$ cat config.mk
export PLATFORM = sky130hd
export DESIGN_NAME = rd_word_seq
export DESIGN_NICKNAME = d
export VERILOG_FILES = /design/src/rtl/rd_word_seq_pkg.sv /design/src/rtl/rd_mod_cnt.sv /design/src/rtl/rd_word_seq.sv
export SDC_FILE = /design/constraint.sdc
export NUM_CORES = 1
export LEC_CHECK = 0
export ABC_AREA = 1
export CAP_MARGIN = 20
export CORE_ASPECT_RATIO = 2
export CORE_MARGIN = 2
export CORE_UTILIZATION = 45
export DETAILED_ROUTE_END_ITERATION = 10
export GPL_TIMING_DRIVEN = 0
export MAX_ROUTING_LAYER = met4
export PLACE_DENSITY = 0.71
export SLEW_MARGIN = 20
export SYNTH_ARGS = -nofsm -noshare
export SYNTH_HDL_FRONTEND = slang
export SYNTH_HIERARCHICAL = 1
export SYNTH_SLANG_ARGS = --single-unit
$ cat constraint.sdc
create_clock -name clk -period 4.8 [get_ports clk]
set_input_delay 1.44 -clock clk [delete_from_list [all_inputs] [get_ports clk]]
set_output_delay 1.44 -clock clk [all_outputs]
set_load 0.05 [all_outputs]
$ cat src/rtl/rd_word_seq_pkg.sv
// Shared types and helpers for the FIFO-read word sequencer.
package rd_word_seq_pkg;

  typedef enum logic [1:0] {
    FILL,
    LAST,
    VALID,
    FULL
  } rd_seq_state_t;

  // Index width for a modulo-n counter; never narrower than one bit.
  function automatic int unsigned idx_w(input int unsigned n);
    return (n <= 2) ? 1 : $clog2(n);
  endfunction

endpackage

$ cat src/rtl/rd_mod_cnt.sv
// Modulo-N up-counter with synchronous clear and a terminal-increment wrap pulse.
module rd_mod_cnt
  import rd_word_seq_pkg::*;
#(
  parameter int unsigned N = 4,
  localparam int unsigned W = idx_w(N)
) (
  input  logic         clk,
  input  logic         reset_n,
  input  logic         clr,
  input  logic         inc,
  output logic [W-1:0] cnt,
  output logic         wrap
);

  logic [W-1:0] cnt_q, cnt_d;

  assign wrap = inc && (cnt_q == W'(N - 1));

  always_comb begin
    cnt_d = cnt_q;
    if (clr || wrap) begin
      cnt_d = '0;
    end else if (inc) begin
      cnt_d = cnt_q + W'(1);
    end
  end

  always_ff @(posedge clk or negedge reset_n) begin
    if (!reset_n) begin
      cnt_q <= '0;
    end else begin
      cnt_q <= cnt_d;
    end
  end

  assign cnt = cnt_q;

endmodule

$ cat src/rtl/rd_word_seq.sv
// Sequences FIFO reads into BYTES-wide words, drives byte-load enables and hands
// completed words to the RAM writer with a running address.
module rd_word_seq
  import rd_word_seq_pkg::*;
#(
  parameter int unsigned BYTES  = 4,
  parameter int unsigned ADDR_W = 11,
  parameter bit          WRAP   = 1'b0,
  localparam int unsigned CNT_W = idx_w(BYTES),
  localparam int unsigned WB_W  = $clog2(BYTES + 1)
) (
  input  logic              clk,
  input  logic              reset_n,
  input  logic              clear,
  input  logic              fifo_empty,
  input  logic              flush,
  input  logic              word_ack,
  output logic              fifo_rd,
  output logic [BYTES-1:0]  byte_en,
  output logic              word_vld,
  output logic [WB_W-1:0]   word_bytes,
  output logic [ADDR_W-1:0] ram_addr,
  output logic              ram_full
);

  localparam logic [BYTES-1:0] BYTE0 = BYTES'(1);

  rd_seq_state_t     state_q, state_d;
  logic [BYTES-1:0]  byte_en_q, byte_en_d;
  logic              word_vld_q, word_vld_d;
  logic [WB_W-1:0]   word_bytes_q, word_bytes_d;
  logic [ADDR_W-1:0] ram_addr_q, ram_addr_d;
  logic              ram_full_q, ram_full_d;

  logic [CNT_W-1:0]  cnt;
  logic              cnt_wrap;
  logic              flush_take;

  assign fifo_rd    = (state_q == FILL) && !fifo_empty;
  // A read in the same cycle always wins over flush; an empty partial word is not emitted.
  assign flush_take = (state_q == FILL) && flush && !fifo_rd && (cnt != '0);

  rd_mod_cnt #(
    .N (BYTES)
  ) u_byte_cnt (
    .clk     (clk),
    .reset_n (reset_n),
    .clr     (clear || flush_take),
    .inc     (fifo_rd),
    .cnt     (cnt),
    .wrap    (cnt_wrap)
  );

  always_comb begin
    state_d      = state_q;
    byte_en_d    = '0;
    word_vld_d   = 1'b0;
    word_bytes_d = word_bytes_q;
    ram_addr_d   = ram_addr_q;
    ram_full_d   = ram_full_q;

    case (state_q)
      FILL: begin
        if (fifo_rd) begin
          byte_en_d = BYTE0 << cnt;
          if (cnt_wrap) begin
            state_d      = LAST;
            word_bytes_d = WB_W'(BYTES);
          end
        end else if (flush_take) begin
          state_d      = LAST;
          word_bytes_d = WB_W'(cnt);
        end
      end
      LAST: begin
        state_d    = VALID;
        word_vld_d = 1'b1;
      end
      VALID: begin
        word_vld_d = 1'b1;
        if (word_ack) begin
          word_vld_d = 1'b0;
          if ((WRAP == 1'b0) && (&ram_addr_q)) begin
            state_d    = FULL;
            ram_full_d = 1'b1;
          end else begin
            ram_addr_d = ram_addr_q + ADDR_W'(1);
            state_d    = FILL;
          end
        end
      end
      FULL: begin
        state_d = FULL;
      end
      default: begin
        state_d = FILL;
      end
    endcase

    if (clear) begin
      state_d      = FILL;
      byte_en_d    = '0;
      word_vld_d   = 1'b0;
      word_bytes_d = '0;
      ram_addr_d   = '0;
      ram_full_d   = 1'b0;
    end
  end

  always_ff @(posedge clk or negedge reset_n) begin
    if (!reset_n) begin
      state_q      <= FILL;
      byte_en_q    <= '0;
      word_vld_q   <= 1'b0;
      word_bytes_q <= '0;
      ram_addr_q   <= '0;
      ram_full_q   <= 1'b0;
    end else begin
      state_q      <= state_d;
      byte_en_q    <= byte_en_d;
      word_vld_q   <= word_vld_d;
      word_bytes_q <= word_bytes_d;
      ram_addr_q   <= ram_addr_d;
      ram_full_q   <= ram_full_d;
    end
  end

  assign byte_en    = byte_en_q;
  assign word_vld   = word_vld_q;
  assign word_bytes = word_bytes_q;
  assign ram_addr   = ram_addr_q;
  assign ram_full   = ram_full_q;

endmodule
# --- Word level (Yosys, flattened, before mapping) ---
# Cells that the tools add are included.
word_totals:
  elab_cells: 69
  input_bits: 6
  register_bits: 24
  out_inout_bits: 21
classes:
  eq_ne: 9
  reduce_logical: 22
  addsub: 2
  mux: 28
  n_shift: 1
op_table:
  columns: ["operator", "n"]
  rows:
  - ["$mux W11", 4]
  - ["$mux W2", 8]
  - ["$mux W3", 5]
  - ["$mux W4", 3]
  - ["$reduce_and A3 Y1", 4]
  - ["$reduce_bool A2 Y1", 6]
  - ["$add A11 B1 Y11 const B", 1]
  - ["$reduce_and A11 Y1", 1]
  - ["$pmux W2 S4", 1]
  - ["$eq A2 B2 Y1 const B", 3]
  - ["$mux W1", 6]
  - ["$logic_and A1 B1 Y1", 5]
  - ["$ne A4 B3 Y1 const B", 1]
  - ["$ne A4 B4 Y1 const B", 1]
  - ["$shl A1 B2 Y4 const A", 1]
  - ["$ne A3 B2 Y1 const B", 1]
  - ["$ne A3 B3 Y1 const B", 1]
  - ["$reduce_bool A3 Y1", 1]
  - ["$add A2 B1 Y2 const B", 1]
  - ["$eq A2 B1 Y1 const B", 1]
  - ["$logic_not A1 Y1", 2]
  - ["$logic_not A2 Y1", 1]
  - ["$logic_or A1 B1 Y1", 2]
  - ["$ne A2 B2 Y1 const B", 1]
  - ["$pmux W1 S2", 1]

# --- Depth between registers and ports, before layout ---
# Gate-level depths: netlist (run 1).
logic_depth:
  depth_word: 9
  depth_mapped: 12
  mapped_depth_nobuf: 12

# --- Cells and area by module ---
# Netlist (run 1), hierarchy kept.
by_module_without_submodules:
  columns: ["mod", "instances", "cells_each", "seq_area_each_um2", "area_per_inst_um2"]
  rows:
  - ["rd_word_seq", 1, 166, 550.5, 1293.7]
  - ["rd_mod_cnt", 1, 16, 50.0, 112.6]

# --- Worst setup path after synthesis (run 1) ---
# Ideal clock, no wire load.
synth_path:
  kind: "input -> output"
  from: "input fifo_empty"
  to: "output fifo_rd"
  cell_stages: 1
  path_slack_ps: 1010
  arrival_time_ps: 2350
  t_required_ps: 3360
  n_path_buf: 0
  path_cell_list: "nor2_1"
synth_between:
  elab_chain_len: 2
synth_lines:
  columns: ["item", "line", "source"]
  rows:
  - ["start, declared", "rd_word_seq.sv:15", "input logic fifo_empty,"]
  - ["$logic_not A1 Y1", "rd_word_seq.sv:39", "assign fifo_rd = (state_q == FILL) && !fifo_empty;"]
  - ["$logic_and A1 B1 Y1", "rd_word_seq.sv:39", null]
  - ["end, declared", "rd_word_seq.sv:18", "output logic fifo_rd,"]
# No other way between the ends.

# --- Worst setup path after layout (run 1) ---
# Ends and elaborated chain as after synthesis.

==> results of run 1 <==
## layer usage
metal	share of wire	vias up	routed length, microns	global-route usage
met5	0	-	0	-
met4	0.044	0	133	0.124
met3	0.030	13	90	0.0152
met2	0.55	35	1680	0.343
met1	0.37	601	1140	0.197
li1	-	643	-	-
## worst max-delay path by stage
stage | startpoint | to | slack [ns]
2_1_floorplan | fifo_empty | fifo_rd | 1.01
3_3_place_gp | fifo_empty | fifo_rd | 0.16
3_5_place_dp | fifo_empty | fifo_rd | 0.15
4_1_cts | fifo_empty | fifo_rd | 0.14
5_1_grt | fifo_empty | fifo_rd | 0.09
6_report | fifo_empty | fifo_rd | 0.16
## registers in the layout (all words and copies together), names as in the netlist
signal,flops
u_byte_cnt/cnt,2
word_vld,1
byte_en,4
state_q,2
ram_addr,11
ram_full,1
word_bytes,3
## power by group
| part | switching [mW] | leakage [nW] | internal, mW |
|---|---|---|---|
| Combinational | 0.168 | 0.495 | 0.0785 |
| Clock | 0.0631 | 0.0288 | 0.0732 |
| Sequential | 0.0242 | 0.331 | 0.225 |
| Total | 0.255 | 0.854 | 0.377 |
## area by class of cell
| class | count | area (sq um) | area share |
|---|---|---|---|
| Multi-Input combinational cell | 129 | 676 | 0.387 |
| Sequential cell | 24 | 601 | 0.344 |
| Timing Repair Buffer | 25 | 245 | 0.141 |
| Inverter | 26 | 103 | 0.0588 |
| Clock buffer | 4 | 55.1 | 0.0316 |
| Tap cell | 30 | 37.5 | 0.0215 |
| Buffer | 3 | 27.5 | 0.0158 |
## through the flow
stage                util  instance area (sq um)  instances
floorplan               -                   1410        182
global placement    0.569                   1690        237
detailed placement  0.569                   1690        237
CTS                 0.587                   1750        241
global route        0.586                   1740        241
finish              0.586                   1740        241
## placed cells by master, fill, tap and decap left out, drive strengths merged, types with 5 or more instances in the layout
cell	netlist	final
clkbuf	1	5
nand2	49	49
inv	25	25
clkdlybuf4s50	0	24
dfrtp	24	24
nand3	23	23
nor2	19	19
ha	6	6
nand4	6	6
o21ai	12	12
## logic make-up (layout without fill, tap and decap cells)
kind of cell | count (synthesis) | count (layout)
xor+xnor | 1 | 1
buf+inv | 29 | 58
simple gates | 102 | 102
fa+ha+maj | 6 | 6
compound gates | 20 | 20
flops | 24 | 24
## tightest hold or removal path, stage by stage, from the launching register on
cell and delay, ns:
dfrtp_1 0.36, nand2_1 0.06, o21ai_0 0.06
==> results.yml, run 1 <==
routing:
  detail-route-antenna-nets: 0
  routed-via-count: 1292
  wl_microns: 3050
  drtIter0Drc: 27
  drc: 0
  firstDrtPassIters: 4
  via_per_inst: 5.36
  wire_per_inst_microns: 12.6
floorplanning:
  core.rowCount: 28
  start_util: 0.472
  dieArea_sq_mm: 0.00362
  boundaryPins: 27
  die-width_microns: 43.5
  core_area_sq_mm: 0.00298
  die_h_microns: 83.1
logic_synthesis:
  synth_adder_area_share: 0.0534
  synth_edf_count: 0
  async_reset_ff_frac: 1.00
  synth.cell_area_sq_mm: 0.00141
  synth_area_leader_cell: "dfrtp_1"
  synth_compound_area_frac: 0.0934
  synth_cells: 182
  yosys_warnings: 6
  synth_xor_area_frac: 0.00623
  syn_area_per_cell_sq_um: 7.73
  synth.distinct_cells: 27
  synth-main-ff-cell: "dfrtp_1"
  yosysMostFrequentCell: "nand2_1"
  netlist.area_leader.share: 0.427
  synth-simple-area-share: 0.327
  ys_seq_area_frac: 0.427
  ys_top_cells_by_count: "47 x nand2_1, 24 x dfrtp_1, 23 x inv_1"
  synth_top_family_by_area: "simple AND/OR/NAND/NOR gates"
  synth.net_count: 194
  yosys-mux-area-fraction: 0
  synth-seq-cells: 24
  ys_top_cells_by_area: "dfrtp_1 43%, nand2_1 13%, nand3_1 7.8%"
setup_path:
  reg2reg_slack_ns: 2.73
  path_cells: "clkdlybuf4s50_1 > nor2_1 > clkdlybuf4s50_1"
  crit_slowest_cell: "clkdlybuf4s50_1"
  cp_num_buf_inv: 2
  cp_top_family: "buffers and inverters"
  arrival_ns: 3.20
  path_depth: 3
  start_kind: "input pin"
  cp_max_fo: 8
  critPathMostFrequentCell: "clkdlybuf4s50_1"
  path_class: "in -> out"
  r2r-start: "state_q[1]"
  reg2reg_depth: 10
  worst_setup_path_end_kind: "output pin"
  reg2reg_to: "word_bytes[2]"
  required_ns: 3.36
  slowest_delay_ns: 0.90
cts:
  cts_max_level: 1
  cts_hold_buf: 0
  clk-insertion-delay-late_ns: 0.27
  cts_sinks: 24
  cts_buffers: 3
  clk_path_buf_depth: 2
  clk_pin_slew_ns: 0.08
  post_cts_resized: 0
  cts_tree: "done"
  post_cts_buffers: 0
  root_buffer: "clkbuf_8"
power:
  pwr_density_cell_mw_per_mm2: 363
  peakVddDrop_mv: 0.300
  p_leak_nw: 0.854
  power_mw: 0.632
global_routing:
  grt_max_degree: 25
  grt_pass1_wl_microns: 5330
  track_usage: 0.196
  antenna_found_initial: 0
  overflow: 0
  grt_pass1_vias: 1309
timing:
  setup-tns-final_ns: 0
  rsz0062_at_grt: "no"
  hold_violations: 0
  max_slew.worst_pin.slew_ns: 0.527
  clock.fmax_mhz: 216
  setup_viol: 0
  fin_hold_ws_ns: 0.511
  relSlewSlack: 0.647
  skew_ns: 0.00564
  drv_slew: 0
  fin_crit_ns: 4.64
  layout_worst_path_cycle_share: 0.967
  fin_ws_ns: 0.160
placement:
  hpwl_microns: 2430
  io_buffers: 25
  dp_slack_ns: 0.148
  finalWeightedCongestion: 0.839
status:
  status: "finished clean"
min_path:
  hp-start: "word_bytes[2]"
  hold_end: "word_bytes[2]"
  hold_depth: 2
  hold_path.class: "reg -> reg"
final_layout:
  n_antenna_cell: 0
  fin_nets: 224
  drive_above_1_share: 0.104
  area_growth_pct: 24.0
  fillers: 278
job:
  drv_cap: 0
(Power assumes the default switching activity.)
==> inputs of run 2 (changes only) <==
--- a/config.mk
+++ b/config.mk
@@ -5,15 +5,14 @@
 export SDC_FILE = /design/constraint.sdc
 export NUM_CORES = 1
 export LEC_CHECK = 0
-export ABC_AREA = 1
 export CAP_MARGIN = 20
 export CORE_ASPECT_RATIO = 2
-export CORE_MARGIN = 2
+export CORE_MARGIN = 10
 export CORE_UTILIZATION = 45
 export DETAILED_ROUTE_END_ITERATION = 10
 export GPL_TIMING_DRIVEN = 0
 export MAX_ROUTING_LAYER = met4
-export PLACE_DENSITY = 0.71
+export PLACE_DENSITY = 0.72
 export SLEW_MARGIN = 20
 export SYNTH_ARGS = -nofsm -noshare
 export SYNTH_HDL_FRONTEND = slang
==> results.yml, run 2 <==
placement:
  finalWeightedCongestion: 0.786
  hpwl_microns: 2520
  dp_slack_ns: 0.0966
  placed_cell_area_sq_mm: 0.00156
  io_buffers: 25
floorplanning:
  boundaryPins: 27
  core_area_sq_mm: 0.00274
  core.rowCount: 27
  start_util: 0.467
  die-width_microns: 57.7
  dieArea_sq_mm: 0.00550
  die_h_microns: 95.4
global_routing:
  grt_pass1_vias: 1172
  grt_max_degree: 25
  track_usage: 0.128
  grt_pass1_wl_microns: 5630
  antenna_found_initial: 0
  overflow: 0
final_layout:
  final_cell_area_sq_mm: 0.00162
  fin_nets: 168
  final_cell_mix: "24 x dfrtp_1, 23 x clkdlybuf4s50_1, 14 x nor2_1"
  n_antenna_cell: 0
  fillers: 231
  final_common_cell: "dfrtp_1"
  drive_above_1_share: 0.0968
  finish.utilization: 0.591
  largest_register_ffs: 11
  area_growth_pct: 26.5
min_path:
  hold_path.class: "reg -> reg"
timing:
  fin_crit_ns: 4.35
  drv_slew: 0
  hold_violations: 0
  clock.fmax_mhz: 230
  max_slew.worst_pin.slew_ns: 0.583
  setup_viol: 0
  setup-tns-final_ns: 0
  relSlewSlack: 0.609
  layout_worst_path_cycle_share: 0.906
  rsz0062_at_grt: "no"
  skew_ns: 0.00374
  fin_ws_ns: 0.449
power:
  peakVddDrop_mv: 0.207
  p_leak_nw: 0.676
  pwr_density_cell_mw_per_mm2: 310
  power_mw: 0.501
routing:
  detail-route-antenna-nets: 0
  via_per_inst: 6.05
  wire_per_inst_microns: 17.8
  firstDrtPassIters: 4
  drc: 0
  wl_microns: 3280
  routed-via-count: 1113
  drtIter0Drc: 19
logic_synthesis:
  syn_area_per_cell_sq_um: 10.1
  netlist.area_leader.share: 0.470
  synth.net_count: 138
  synth_edf_count: 0
  synth-main-ff-cell: "dfrtp_1"
  synth-simple-area-share: 0.252
  ys_top_cells_by_count: "24 x dfrtp_1, 14 x nor2_1, 9 x a21oi_1"
  synth_adder_area_share: 0.0588
  ys_seq_area_frac: 0.470
  synth_xor_area_frac: 0.0137
  yosys-mux-area-fraction: 0.00881
  synth-seq-cells: 24
  synth.distinct_cells: 40
  synth_cells: 126
  synth.cell_area_sq_mm: 0.00128
  ys_top_cells_by_area: "dfrtp_1 47%, ha_1 5.9%, nor2_1 4.1%"
  yosys_warnings: 6
  synth_compound_area_frac: 0.157
  async_reset_ff_frac: 1.00
  yosysMostFrequentCell: "dfrtp_1"
  synth_top_family_by_area: "simple AND/OR/NAND/NOR gates"
  synth_area_leader_cell: "dfrtp_1"
setup_path:
  required_ns: 3.36
  start_kind: "input pin"
  arrival_ns: 2.91
  worst_setup_path_end_kind: "output pin"
  cp_max_fo: 8
  slowest_delay_ns: 0.50
  crit_slowest_cell: "clkdlybuf4s50_1"
  path_cells: "clkdlybuf4s50_1 > nor2b_1 > dlymetal6s2s_1"
  path_class: "in -> out"
cts:
  post_cts_resized: 0
  cts_tree: "done"
  cts_max_level: 1
  post_cts_buffers: 0
  root_buffer: "clkbuf_8"
  clk_path_buf_depth: 2
  clk_pin_slew_ns: 0.08
  clk-insertion-delay-late_ns: 0.27
  cts_hold_buf: 0
  cts_sinks: 24
  cts_buffers: 3
job:
  drv_cap: 0
status:
  status: "finished clean"
## run 2: cell count changes after synthesis, sizes merged, moves of 4 or more
cell    delta
nand2     -41
inv       -21
nand3     -18
o21ai     -11
a21oi      +7
nor2       -5
a31oi      +4
nand2b     +4
## run 2: per-stage QoR
stage          hold WS (ns)  std cells
2_1_floorplan         0.528        126
3_3_place_gp          0.506        180
3_5_place_dp          0.499        180
4_1_cts               0.519        184
5_1_grt               0.536        184
6_report              0.506        184
## run 2: cell type report
cell class                      instances  area [sq um]  share of cell area
Multi-Input combinational cell         94           626               0.387
Inverter                                4          15.0             0.00929
Timing Repair Buffer                   25           248               0.153
Tap cell                               29          36.3              0.0224
Buffer                                  4          36.3              0.0224
Sequential cell                        24           601               0.372
Clock buffer                            4          55.1              0.0341
## run 2: worst paths after layout
| check | slack [ns] | cells past startpoint | to | from |
|---|---|---|---|---|
| max | 0.45 | 3 | fifo_rd | fifo_empty |
| min | 0.51 | 2 | ram_full | ram_full |
| max reg2reg | 2.43 | 8 | state_q[1] | state_q[1] |
| min reg2reg | 0.51 | 2 | ram_full | ram_full |
| max in group asynchronous | 3.28 | 1 | ram_addr[10] | reset_n |
| min in group asynchronous | 1.15 | 1 | ram_full | reset_n |
## run 2: report_power, final
group          internal [mW]  switching, mW
Combinational         0.0487         0.0805
Sequential             0.215         0.0183
Clock                 0.0733         0.0650
Total                  0.337          0.164
## run 2: cells by family after synthesis
group | after synthesis
simple gates | 56
compound gates | 29
fa+ha+maj | 6
buf+inv | 8
flops | 24
mux | 1
xor+xnor | 2
## run 2: metal layers
metal | vias to the layer above | wire, microns | global-route usage
li1 | 526 | - | -
met1 | 556 | 1250 | 0.124
met2 | 26 | 1820 | 0.235
met3 | 5 | 170 | 0.0266
met4 | 0 | 46 | 0.0512
met5 | - | 0 | -
## run 2: worst max-delay path: cells and delay by family
family / cells / cell delay, ns
buffers and inverters: 2 / 1.00
and+or+nand+nor: 1 / 0.47
